[src/rtl/coreahblite_master_stage_if.sv]
// Bus bundle between one AHB-Lite master and its master stage.
// The stage uses the slave modport (it answers the master). The master
// side, or a bench standing in for it, uses the master modport.
interface coreahblite_master_stage_if;
    logic [31:0]  HADDR;
    logic [1:0]   HTRANS;
    logic         REMAP;
    logic [15:0]  SLV_SEL;
    logic [15:0]  SLV_AREADY;
    logic [15:0]  SLV_DREADY;
    logic [31:0]  SLV_HRESP;
    logic [511:0] SLV_HRDATA;
    logic         HREADY;
    logic [1:0]   HRESP;
    logic [31:0]  HRDATA;

    modport slave (
        input  HADDR, HTRANS, REMAP, SLV_AREADY, SLV_DREADY, SLV_HRESP, SLV_HRDATA,
        output SLV_SEL, HREADY, HRESP, HRDATA
    );

    modport master (
        output HADDR, HTRANS, REMAP, SLV_AREADY, SLV_DREADY, SLV_HRESP, SLV_HRDATA,
        input  SLV_SEL, HREADY, HRESP, HRDATA
    );
endinterface

[src/rtl/coreahblite_master_stage.sv]
// Per-master front end of the AHB-Lite matrix.
// It decodes HADDR into a one-hot slave request and tracks which slave owns
// the data phase. It then merges that slave's ready, response and read data
// back to the master. Unmapped accesses go to a built-in default slave that
// returns the two-cycle ERROR response.
// Optional feature: define COREAHBLITE_REMAP_EN to swap slots 0 and 1 while
// REMAP=1. When it is undefined, REMAP is ignored.
module coreahblite_master_stage #(
    parameter int          MEMSPACE = 1,
    parameter logic [15:0] SLAVE_EN = 16'hFFFF
) (
    input logic                        HCLK,
    input logic                        HRESETN,
    coreahblite_master_stage_if.slave  bus
);

    typedef enum logic [1:0] {
        ST_IDLE = 2'd0,
        ST_ERR1 = 2'd1,
        ST_ERR2 = 2'd2
    } dflt_state_e;

    dflt_state_e state_q, state_d;
    logic [3:0]  dp_slot_q;
    logic        dp_valid_q;
    logic        dp_dflt_q;

    logic [3:0]  slot_raw;
    logic [3:0]  slot;
    logic        mapped;
    logic        req;
    logic        hit;
    logic        unmapped;
    logic        dflt_ready;
    logic        hready;
    logic        unused_bits;

    // Address decode: choose the slot field and check that the slot lies in the decoded window.
    assign slot_raw = (MEMSPACE == 2) ? bus.HADDR[27:24] : bus.HADDR[31:28];
    assign mapped   = (MEMSPACE == 2) ? (bus.HADDR[31:28] == 4'h0) : 1'b1;

`ifdef COREAHBLITE_REMAP_EN
    // Remap swaps slots 0 and 1 before the enable check, so dp_slot holds the swapped slot.
    assign slot        = (bus.REMAP && (slot_raw[3:1] == 3'b000)) ? {3'b000, ~slot_raw[0]} : slot_raw;
    assign unused_bits = ^{bus.HADDR[23:0], bus.HTRANS[0]};
`else
    assign slot        = slot_raw;
    assign unused_bits = ^{bus.HADDR[23:0], bus.HTRANS[0], bus.REMAP};
`endif

    // Only NONSEQ/SEQ request a slave. A request to a disabled or out-of-range slot belongs to the default slave.
    assign req         = bus.HTRANS[1];
    assign hit         = req & SLAVE_EN[slot] & mapped;
    assign unmapped    = req & ~hit;
    assign bus.SLV_SEL = hit ? (16'h0001 << slot) : 16'h0000;

    // Merged ready: any address-phase stall, data-phase wait or default-slave first cycle holds the master.
    assign hready     = (&bus.SLV_AREADY) & (&bus.SLV_DREADY) & dflt_ready;
    assign bus.HREADY = hready;

    // Data-phase ownership, captured only when the current address phase completes.
    // NOTE: sequential state uses non-blocking (<=) so every register samples pre-edge values.
    always_ff @(posedge HCLK or negedge HRESETN) begin
        if (!HRESETN) begin
            dp_slot_q  <= 4'h0;
            dp_valid_q <= 1'b0;
            dp_dflt_q  <= 1'b0;
        end else if (hready) begin
            dp_slot_q  <= slot;
            dp_valid_q <= hit;
            dp_dflt_q  <= unmapped;
        end
    end

    // Default slave state register.
    always_ff @(posedge HCLK or negedge HRESETN) begin
        if (!HRESETN) begin
            state_q <= ST_IDLE;
        end else begin
            state_q <= state_d;
        end
    end

    // Default slave next state: ERR1 (not ready) then ERR2 (ready). ERR2 can chain straight into another ERR1.
    // NOTE: every always_comb output gets a default first so no path leaves it unassigned (no latch).
    always_comb begin
        state_d    = state_q;
        dflt_ready = 1'b1;
        case (state_q)
            ST_IDLE: if (hready && unmapped) state_d = ST_ERR1;
            ST_ERR1: begin
                dflt_ready = 1'b0;
                state_d    = ST_ERR2;
            end
            ST_ERR2: state_d = (hready && unmapped) ? ST_ERR1 : ST_IDLE;
            default: state_d = ST_IDLE;
        endcase
    end

    // Return path: the owning slave's data and response, or the default slave's ERROR.
    always_comb begin
        bus.HRDATA = 32'h0;
        bus.HRESP  = 2'b00;
        if (dp_valid_q) begin
            bus.HRDATA = bus.SLV_HRDATA[{dp_slot_q, 5'd0} +: 32];
            bus.HRESP  = bus.SLV_HRESP[{dp_slot_q, 1'b0} +: 2];
        end else if (dp_dflt_q && (state_q != ST_IDLE)) begin
            bus.HRESP  = 2'b01;
        end
    end

endmodule

[src/flat_wrapper.sv]
// flat-port wrapper written by rule: the top's interface ports become plain ports
module coreahblite_master_stage_flat 
#(
    parameter int          MEMSPACE = 1,
    parameter logic [15:0] SLAVE_EN = 16'hFFFF
)
  (HCLK, HRESETN, bus_HADDR, bus_HTRANS, bus_REMAP, bus_SLV_AREADY, bus_SLV_DREADY, bus_SLV_HRESP, bus_SLV_HRDATA, bus_SLV_SEL, bus_HREADY, bus_HRESP, bus_HRDATA);
  coreahblite_master_stage_if bus_i ();
  input logic HCLK;
  input logic HRESETN;
  input wire logic [$bits(bus_i.HADDR)-1:0] bus_HADDR;
  input wire logic [$bits(bus_i.HTRANS)-1:0] bus_HTRANS;
  input wire logic [$bits(bus_i.REMAP)-1:0] bus_REMAP;
  input wire logic [$bits(bus_i.SLV_AREADY)-1:0] bus_SLV_AREADY;
  input wire logic [$bits(bus_i.SLV_DREADY)-1:0] bus_SLV_DREADY;
  input wire logic [$bits(bus_i.SLV_HRESP)-1:0] bus_SLV_HRESP;
  input wire logic [$bits(bus_i.SLV_HRDATA)-1:0] bus_SLV_HRDATA;
  output wire logic [$bits(bus_i.SLV_SEL)-1:0] bus_SLV_SEL;
  output wire logic [$bits(bus_i.HREADY)-1:0] bus_HREADY;
  output wire logic [$bits(bus_i.HRESP)-1:0] bus_HRESP;
  output wire logic [$bits(bus_i.HRDATA)-1:0] bus_HRDATA;
  assign bus_i.HADDR = bus_HADDR;
  assign bus_i.HTRANS = bus_HTRANS;
  assign bus_i.REMAP = bus_REMAP;
  assign bus_i.SLV_AREADY = bus_SLV_AREADY;
  assign bus_i.SLV_DREADY = bus_SLV_DREADY;
  assign bus_i.SLV_HRESP = bus_SLV_HRESP;
  assign bus_i.SLV_HRDATA = bus_SLV_HRDATA;
  assign bus_SLV_SEL = bus_i.SLV_SEL;
  assign bus_HREADY = bus_i.HREADY;
  assign bus_HRESP = bus_i.HRESP;
  assign bus_HRDATA = bus_i.HRDATA;
  coreahblite_master_stage #(.MEMSPACE(MEMSPACE), .SLAVE_EN(SLAVE_EN)) u_core (.HCLK(HCLK), .HRESETN(HRESETN), .bus(bus_i));
endmodule
[config.mk]
export PLATFORM = sky130hd
export DESIGN_NAME = coreahblite_master_stage_flat
export DESIGN_NICKNAME = d
export VERILOG_FILES = /design/src/rtl/coreahblite_master_stage_if.sv /design/src/rtl/coreahblite_master_stage.sv /design/src/flat_wrapper.sv
export SDC_FILE = /design/constraint.sdc
export NUM_CORES = 1
export LEC_CHECK = 0
export CORE_AREA = 2 2 255 257
export CTS_CLUSTER_DIAMETER = 40
export CTS_CLUSTER_SIZE = 30
export DETAILED_ROUTE_END_ITERATION = 6
export DIE_AREA = 0 0 257 259
export SLEW_MARGIN = 20
export SYNTH_ARGS = -nofsm -noshare
export SYNTH_HDL_FRONTEND = slang
export SYNTH_SLANG_ARGS = --single-unit
[constraint.sdc]
create_clock -name HCLK -period 2.2 [get_ports HCLK]
set_clock_uncertainty 0.15 [all_clocks]
set_input_delay 0.55 -clock HCLK [delete_from_list [all_inputs] [get_ports HCLK]]
set_output_delay 0.55 -clock HCLK [all_outputs]
set_load 0.01 [all_outputs]
==> reports/qor.yml <==
outcome:
  status: "finished, violations left"
  violations: "negative setup slack"
floorplan:
  pin_count: 664
  rows: 93
  initial_core_util: 0.0739
  die_area_sq_mm: 0.0666
  die_w_um: 257
  die_y_um: 259
  design.core.area_sq_mm: 0.0639
worst_setup_path:
  crit_chain: "buf_12, buf_16, buf_6, mux4_2, mux2i_2, buf_4, o22ai_2, buf_6"
  cp_num_buf_inv: 5
  required_ps: 1500
  worstPathArrival_ps: 2130
  crit_family: "buffers and inverters"
  reg2reg_depth: 6
  cp_common_cell: "buf_6"
  critPathLaunchType: "flop"
  critPathMaxFanout: 5
  r2r_slack_ps: 590
  setup.worst_path.end_class: "primary output"
  reg2reg_to: "u_core.dp_valid_q$_DFFE_PN0P_"
  r2r-start: "u_core.state_q[0]$_DFFE_PN0P_"
  crit_type: "flop to primary output"
  crit_slowest_cell: "dfrtp_4"
  cp_slowest_stage_delay_ps: 490
logic_synthesis:
  synth_flop_cell: "dfrtp_1"
  synth_top_area_frac: 0.644
  async_reset_ff_frac: 1.00
  syn_inst: 342
  postSynthAreaPerCell_sq_um: 13.8
  synth.most_common_cell: "mux4_2"
  synthTopCellsByArea: "mux4_2 (64%), mux2i_1 (15%), o22ai_1 (4.4%)"
  syn_area_sq_mm: 0.00472
  ys_types: 25
  synth_seq_area_share: 0.0371
  ys_top_cells_by_count: "mux4_2 (135), mux2i_1 (69), o22ai_1 (33), buf_2 (16), buf_6 (14)"
  synth_top_cell_by_area: "mux4_2"
  synth_fp_nets: 955
  synth_warnings: 0
  synth_edf_count: 0
  synth-seq-cells: 7
clock_tree:
  cts_made_buffers: 3
  cts_sinks: 7
  clkTransAtPathRegs_ps: 40
  cts_tree: "built"
  cts_buffer_depth: 2
  clk_latency_ps: 240
  root_buffer: "clkbuf_16"
  htreeDepth: 1
  ctsHoldBuffers: 0
sta:
  hold_slack_ps: 259
  drv_slew: 0
  rsz0062_at_grt: "yes"
  clock.fmax_mhz: 353
  setup_viol: 34
  worst_slack_ps: -632
  fin_crit_sh: 1.29
  finalHoldViolCount: 0
  period_minus_slack_ps: 2830
global_route:
  first_global_vias: 7777
  grt_usage: 0.105
  grt_overflow: 0
  grt_pass1_wl_um: 51500
  grt_max_degree: 34
  grt_antenna_before_repair: 7
worst_hold_path:
  hp-class: "flop to flop"
  min-delay-start: "u_core.state_q[1]$_DFFE_PN0P_"
  hold_end: "u_core.state_q[1]$_DFFE_PN0P_"
  hold_path_depth: 1
routing:
  avgViaCountPerCell: 3.59
  drt_wl_total_um: 37500
  drt_iter0_markers: 283
  postRouteAntennaNets: 0
  drt-pass1-iter-count: 4
  wl_per_cell_um: 19.6
  vias: 6867
  drc: 0
finish:
  drive_above_1_share: 0.342
  nets: 1670
  fill_cells: 6853
  syn2layout_area_growth_pct: 180
job:
  drv_cap: 0
placement:
  place.gp.congestion: 0.944
  dpl.hpwl_um: 32100
  io_buffers: 633
  place_ws_ps: -989
power_and_ir_drop:
  p_leak_nw: 4.45
  vdd_ir_drop_max_mv: 0.195
  p_per_area_mw_per_mm2: 142
## placed cells by master, fill, tap and decap left out, types with 3 or more instances in the layout
cell / instances
clkdlybuf4s50_1: 544
mux4_2: 135
buf_4: 65
mux2i_1: 63
buf_2: 39
o22ai_1: 29
buf_6: 27
buf_12: 27
dlygate4sd2_1: 22
clkbuf_2: 15
nor2_1: 10
nand4_1: 8
mux2_2: 6
buf_8: 6
mux2i_2: 5
clkbuf_16: 5
o22ai_2: 4
dfrtp_1: 4
nand2_2: 3
clkdlybuf4s15_1: 3
clkdlybuf4s15_2: 3
dfrtp_4: 3
## worst max-delay path by stage
| stage | start | to | slack, ps | depth (start not counted) |
|---|---|---|---|---|
| finish | u_core.dp_slot_q[0]$_DFFE_PN0P_ | bus_HRDATA[30] | -630 | 8 |
| global route | u_core.dp_slot_q[0]$_DFFE_PN0P_ | bus_HRDATA[30] | -750 | 8 |
| CTS | u_core.dp_slot_q[0]$_DFFE_PN0P_ | bus_HRDATA[30] | -710 | 8 |
| detailed placement | bus_HADDR[28] | bus_SLV_SEL[0] | -990 | 4 |
| global placement | bus_HADDR[28] | bus_SLV_SEL[0] | -1010 | 4 |
| floorplan | u_core.dp_slot_q[0]$_DFFE_PN0P_ | bus_HRDATA[0] | -2 | 6 |
## cell type report
cell class | instances | area (sq um) | area share
flip-flops and latches | 7 | 186 | 0.0141
well taps | 855 | 1070 | 0.0809
clock buffers | 3 | 75.1 | 0.00567
multi-input cells | 287 | 4380 | 0.331
diodes | 2 | 5.00 | 0.000378
clock inverters | 1 | 5.00 | 0.000378
repair buffers | 755 | 7500 | 0.567
inverters | 3 | 11.3 | 0.000851
## per-stage QoR
step | total power, mW | utilization | instance area, sq um | std cells | setup TNS (ps)
detailed placement | 1.55 | 0.199 | 12700 | 1873 | -40480
global route | 1.96 | 0.207 | 13200 | 1911 | -21480
floorplan | 0.376 | - | 4720 | 342 | -53.7
finish | 1.88 | 0.207 | 13200 | 1913 | -18670
CTS | 1.90 | 0.208 | 13300 | 1909 | -20950
global placement | 1.53 | 0.199 | 12700 | 1873 | -40620
## sequential cells by signal, indices dropped and copies added (netlist names)
signal,count
u_core.state_q,2
u_core.dp_valid_q,1
u_core.dp_slot_q,4
## logic make-up (layout without fill, tap and decap cells)
kind of cell           Yosys count  after routing  synth area share
AO/OA/AOI/OAI                   37             37            0.0498
multiplexers                   210            210             0.805
flip-flops                       7              7            0.0371
other                            1              3          0.000795
AND/OR/NAND/NOR                 39             39            0.0419
buffers and inverters           48            762            0.0655
## per-layer routing
layer	track usage	vias to the layer above	wire length [um]
li1	-	2995	-
met1	0.113	3303	13600
met2	0.195	494	19000
met3	0.0236	69	3160
met4	0.0478	6	1720
met5	0	-	36
## power by group
part / total (mW) / switching [mW] / internal, mW
Sequential: 0.132 / 0.000428 / 0.131
Clock: 0.330 / 0.0900 / 0.240
Combinational: 1.42 / 0.318 / 1.10
## what timing repair did
| item | CTS | global route |
|---|---|---|
| pin swaps | 28 | 24 |
| setup endpoints to repair | 56 | 42 |
| setup buffers | 29 | 10 |
| gates cloned | 5 | 2 |
| gates resized for setup | 325 | 53 |
Note: power is estimated with default switching activity, not from simulation.
